File: config.mk
export PLATFORM = sky130hd
export DESIGN_NAME = ex_mem_skid
export DESIGN_NICKNAME = d
export VERILOG_FILES = /design/src/rtl/ex_mem_skid.sv
export SDC_FILE = /design/constraint.sdc
export NUM_CORES = 1
export LEC_CHECK = 0
export CORE_ASPECT_RATIO = 1.5
export CORE_MARGIN = 5
export CORE_UTILIZATION = 35
export CTS_CLUSTER_SIZE = 24
export DETAILED_ROUTE_END_ITERATION = 12
export HOLD_SLACK_MARGIN = 0.15
export PLACE_DENSITY = 0.7
export SETUP_SLACK_MARGIN = 0.1
export SLEW_MARGIN = 20
export SYNTH_ARGS = -nofsm -noshare
export SYNTH_HDL_FRONTEND = slang
export SYNTH_SLANG_ARGS = --single-unit
File: constraint.sdc
create_clock -name clk -period 2.3 [get_ports clk]
set_clock_uncertainty 0.05 [all_clocks]
set_input_delay 0.345 -clock clk [delete_from_list [all_inputs] [get_ports clk]]
set_output_delay 0.345 -clock clk [all_outputs]
set_load 0.01 [all_outputs]
File: src/rtl/ex_mem_skid.sv
// EX/MEM pipeline latch built as a 2-entry skid buffer with valid/ready on both sides.
// Handshake outputs and payload come straight from flops; bubbles present NOP_ALUOP and zeros.
module ex_mem_skid #(
    parameter int unsigned REG_ADDR_W = 5,
    parameter int unsigned DATA_W     = 32,
    parameter int unsigned MEM_ADDR_W = 32,
    parameter int unsigned ALUOP_W    = 8,
    parameter logic [ALUOP_W-1:0] NOP_ALUOP = '0
) (
    input  logic                  clk,
    input  logic                  rst,
    input  logic                  rdy,
    input  logic                  flush,
    input  logic                  in_valid,
    output logic                  in_ready,
    input  logic [REG_ADDR_W-1:0] in_w_addr,
    input  logic                  in_w_req,
    input  logic [DATA_W-1:0]     in_w_data,
    input  logic [MEM_ADDR_W-1:0] in_mem_addr,
    input  logic [ALUOP_W-1:0]    in_aluop,
    output logic                  out_valid,
    input  logic                  out_ready,
    output logic [REG_ADDR_W-1:0] out_w_addr,
    output logic                  out_w_req,
    output logic [DATA_W-1:0]     out_w_data,
    output logic [MEM_ADDR_W-1:0] out_mem_addr,
    output logic [ALUOP_W-1:0]    out_aluop,
    output logic [1:0]            count
);

    localparam int unsigned ENTRY_W = REG_ADDR_W + 1 + DATA_W + MEM_ADDR_W + ALUOP_W;
    localparam int unsigned ZERO_W  = ENTRY_W - ALUOP_W;
    localparam logic [ENTRY_W-1:0] BUBBLE = {{ZERO_W{1'b0}}, NOP_ALUOP};

    // State encoding doubles as the occupancy count.
    typedef enum logic [1:0] {
        ST_EMPTY = 2'd0,
        ST_ONE   = 2'd1,
        ST_FULL  = 2'd2
    } state_e;

    state_e               state_q, state_d;
    logic [ENTRY_W-1:0]   head_q, head_d;
    logic [ENTRY_W-1:0]   skid_q, skid_d;
    logic                 in_ready_q, in_ready_d;
    logic                 out_valid_q, out_valid_d;
    logic                 take_in;
    logic                 give_out;
    logic [ENTRY_W-1:0]   in_entry;

    assign in_entry = {in_w_addr, in_w_req, in_w_data, in_mem_addr, in_aluop};

    // Next-state, storage steering and handshake flop inputs.
    always_comb begin
        state_d  = state_q;
        head_d   = head_q;
        skid_d   = skid_q;
        take_in  = rdy & in_valid & in_ready_q & ~flush;
        give_out = rdy & out_valid_q & out_ready;

        if (flush) begin
            state_d = ST_EMPTY;
        end else begin
            case (state_q)
                ST_EMPTY: begin
                    if (take_in) begin
                        head_d  = in_entry;
                        state_d = ST_ONE;
                    end
                end
                ST_ONE: begin
                    if (take_in && give_out) begin
                        head_d = in_entry;
                    end else if (give_out) begin
                        state_d = ST_EMPTY;
                    end else if (take_in) begin
                        skid_d  = in_entry;
                        state_d = ST_FULL;
                    end
                end
                ST_FULL: begin
                    if (give_out) begin
                        head_d  = skid_q;
                        state_d = ST_ONE;
                    end
                end
                default: state_d = ST_EMPTY;
            endcase
        end

        // An empty buffer shows a clean bubble, never a stale entry.
        if (state_d == ST_EMPTY) begin
            head_d = BUBBLE;
        end

        in_ready_d  = (state_d != ST_FULL);
        out_valid_d = (state_d != ST_EMPTY);
    end

    always_ff @(posedge clk) begin
        if (rst) begin
            state_q     <= ST_EMPTY;
            head_q      <= BUBBLE;
            skid_q      <= '0;
            in_ready_q  <= 1'b1;
            out_valid_q <= 1'b0;
        end else begin
            state_q     <= state_d;
            head_q      <= head_d;
            skid_q      <= skid_d;
            in_ready_q  <= in_ready_d;
            out_valid_q <= out_valid_d;
        end
    end

    assign {out_w_addr, out_w_req, out_w_data, out_mem_addr, out_aluop} = head_q;
    assign in_ready  = in_ready_q;
    assign out_valid = out_valid_q;
    assign count     = 2'(state_q);

endmodule

==> run_results.csv <==
group,metric,value,unit
drt,drt_iter0_drc,431,
hold_path,min-delay-start,"rst",
timing,tns,0,ns
floorplan,die_h,177,µm
drt,first_pass_iters,5,
placed_design,dp_cells,1180,
pwr,switching_share,0.235,
floorplan,core,0.0184,mm²
cells_and_area,utilization,0.497,
clocking,clk_pin_slew_worst_paths,0.06,ns
pwr,p_leak,3.03,nW
yosys,avgSynthCellArea,8.04,µm²
placed_design,dpl.hpwl,12300,µm
yosys,synth_cell_types,28,
cells_and_area,layout_commonest_cell,"nand2_1",
global_routing,grt_overflow,0,
floorplan,die_x,121,µm
clocking,ctsResizeCount,0,
critical_path,critical_path_class,"reg -> out",
critical_path,start_kind,"flip-flop",
global_routing,grt_usage,0.178,
global_routing,grt_start_max_net_pins,61,
yosys,ys.warnings.count,0,
cells_and_area,final_cells,1212,
floorplan,io_pins,166,
pwr,power_frac_seq,0.473,
global_routing,grt_pass1_vias,6014,
critical_path,r2r_cells,5,
floorplan,dieArea,0.0214,mm²
critical_path,cp_top_family,"buffers and inverters",
clocking,cts_tree,"built",
yosys,ys_seq_elements,160,
flow_run,timing.max_cap.violations,0,
cells_and_area,fill_cells,1770,
timing,tightest_slew,0.611,ns
drt,viasPerCell,5.15,
timing,fin_crit,2.05,ns
hold_path,holdPathEnd,"count[0]$_SDFF_PP0_",
placed_design,pre_cts_ws,-0.0522,ns
timing,setup_viol,0,
global_routing,antenna_found_initial,0,
clocking,htreeDepth,4,
critical_path,timing.rr.start,"count[1]$_SDFF_PP0_",
timing,fmax,0.489,GHz
timing,maxSlewHeadroom,0.592,
yosys,synth.area.top_cells,"dfxtp_1 49%, nand2_1 18%, a311oi_1 7.8%",
status,status,"finished clean",
drt,wl_per_cell,15.8,µm
drt,drc,0,
placed_design,gp_congestion,0.776,
drt,final_antenna_net_count,0,
cells_and_area,synthToLayoutAreaGrowth,40.9,%
global_routing,met1_usage,0.206,
global_routing,met3_usage,0.0297,
yosys,syn_nets,892,
critical_path,reg2reg_to,"head_q[71]$_SDFFE_PP0P_",
clocking,clk_latency,0.40,ns
pwr,power_density,644,mW/mm²
clocking,root_buffer,"clkbuf_16",
cells_and_area,insertedDiodeCount,0,
critical_path,worstPathCellList,"clkdlybuf4s50_1",
clocking,post-cts-setup-buffers,0,
drt,wl,19200,µm
placed_design,port_buffers,165,
yosys,syn_area,0.00649,mm²
pwr,power_frac_comb,0.069,
pwr,power_frac_clock,0.458,
timing,setup_ws,0.254,ns
global_routing,grt_pass1_wl,30600,µm
critical_path,arrival,1.65,ns
global_routing,grtUsageMet2,0.314,
critical_path,cp_max_fo,9,
timing,hold_viol,0,
yosys,synth_seq_area_share,0.493,
pwr,ir_drop,0.411,mV
yosys,yosysTopAreaCell,"dfxtp_1",
yosys,synth_top_area_frac,0.493,
cells_and_area,num-nets-final,1031,
hold_path,hp-class,"in -> reg",
critical_path,worst_path_max_delay_cell,"clkdlybuf4s50_1",
clocking,cts_made_buffers,17,
critical_path,rrSetupSlack,0.38,ns
global_routing,busiest_layer,"met2",
critical_path,crit_buf_inv,1,
timing,grt_setup_unrepaired,"no",
clocking,clock_path_buffers,2,
cells_and_area,finalInstanceArea,0.00915,mm²
drt,dr_total_vias,6237,
timing,slew_viol_final,0,
clocking,hold_buffers,0,
pwr,p_switching,1.38,mW
floorplan,initial_core_util,0.353,
critical_path,cp_data_required_time,1.90,ns
critical_path,cp-end-kind,"primary output",
timing,fin_crit_sh,0.890,
floorplan,rows,61,
pwr,intPower,4.51,mW
cells_and_area,drive_gt1_frac,0.0990,
hold_path,holdPathStages,3,
critical_path,critical-path-max-stage-delay,0.63,ns
cells_and_area,final_cell_mix,"312 x nand2_1, 164 x clkdlybuf4s50_1, 160 x dfxtp_1",
yosys,netlist_instances,808,
placed_design,dpl_cell_area,0.00859,mm²
clocking,cts_sinks,160,
registers in the layout (all words and copies together) (netlist names):
signal,cells
head_q,78
skid_q,78
count,2
out_valid,1
in_ready,1
Yosys cell counts:
cell type and count:
a211oi_2 1, a21o_1 1, a21oi_1 80, a311oi_1 58, a311oi_2 20, and3_1 1
buf_2 25, buf_4 3, buf_6 2, clkbuf_1 48, dfxtp_1 160, inv_1 1
inv_2 1, nand2_1 312, nand2b_1 1, nand3_1 1, nand3_2 1, nand4b_4 1
nor2_1 3, nor2b_1 1, nor3_1 79, nor3_2 1, nor4_1 1, nor4_2 1
o21a_1 1, o31ai_2 1, or2_1 1, or4_1 2
metrics by stage:
stage	total power [mW]	hold WS [ns]
final	5.89	0.245
after global routing	6.11	0.258
after CTS	5.96	0.238
after detailed placement	3.25	0.397
after global placement	3.25	0.391
after floorplan	3.00	0.374
final cells by class:
class                   instances  area [µm²]  share of cell area
clock buffers                  19         433              0.0473
clock inverters                13         130              0.0142
inverters                       2        7.51            0.000820
multi-input cells             568        2980               0.326
flip-flops and latches        160        3200               0.350
well taps                     252         315              0.0345
repair buffers                198        2080               0.228
worst max-delay path by stage:
stage	endpoint	from	cells past startpoint	slack, ns
finish	count[1]	count[1]$_SDFF_PP0_	1	0.25
global route	count[1]	count[1]$_SDFF_PP0_	1	0.19
CTS	count[1]	count[1]$_SDFF_PP0_	1	0.23
detailed placement	head_q[71]$_SDFFE_PP0P_	rdy	7	-0.05
global placement	skid_q[56]$_SDFFE_PP0P_	rdy	6	-0.02
floorplan	head_q[26]$_SDFFE_PP0P_	count[1]$_SDFF_PP0_	7	0.47
layer usage:
layer	part of all wire	up-vias	wire, µm
li1	-	3068	-
met1	0.40	2925	7770
met2	0.51	198	9870
met3	0.043	46	823
met4	0.039	0	740
met5	0	-	0
kinds of logic after synthesis:
group | after synthesis | synth area share
simple gates | 406 | 0.259
compound gates | 162 | 0.192
flops | 160 | 0.493
buf+inv | 80 | 0.0551
power groups by stage:
stage          sequential [mW]  clock (mW)  combinational [mW]
4_1_cts                   2.79        2.77               0.405
3_3_place_gp              2.85           0               0.403
5_1_grt                   2.79        2.89               0.436
3_5_place_dp              2.85           0               0.403
6_report                  2.79        2.70               0.403
2_1_floorplan             2.85           0               0.152
Power figures use the tool's default switching activity.
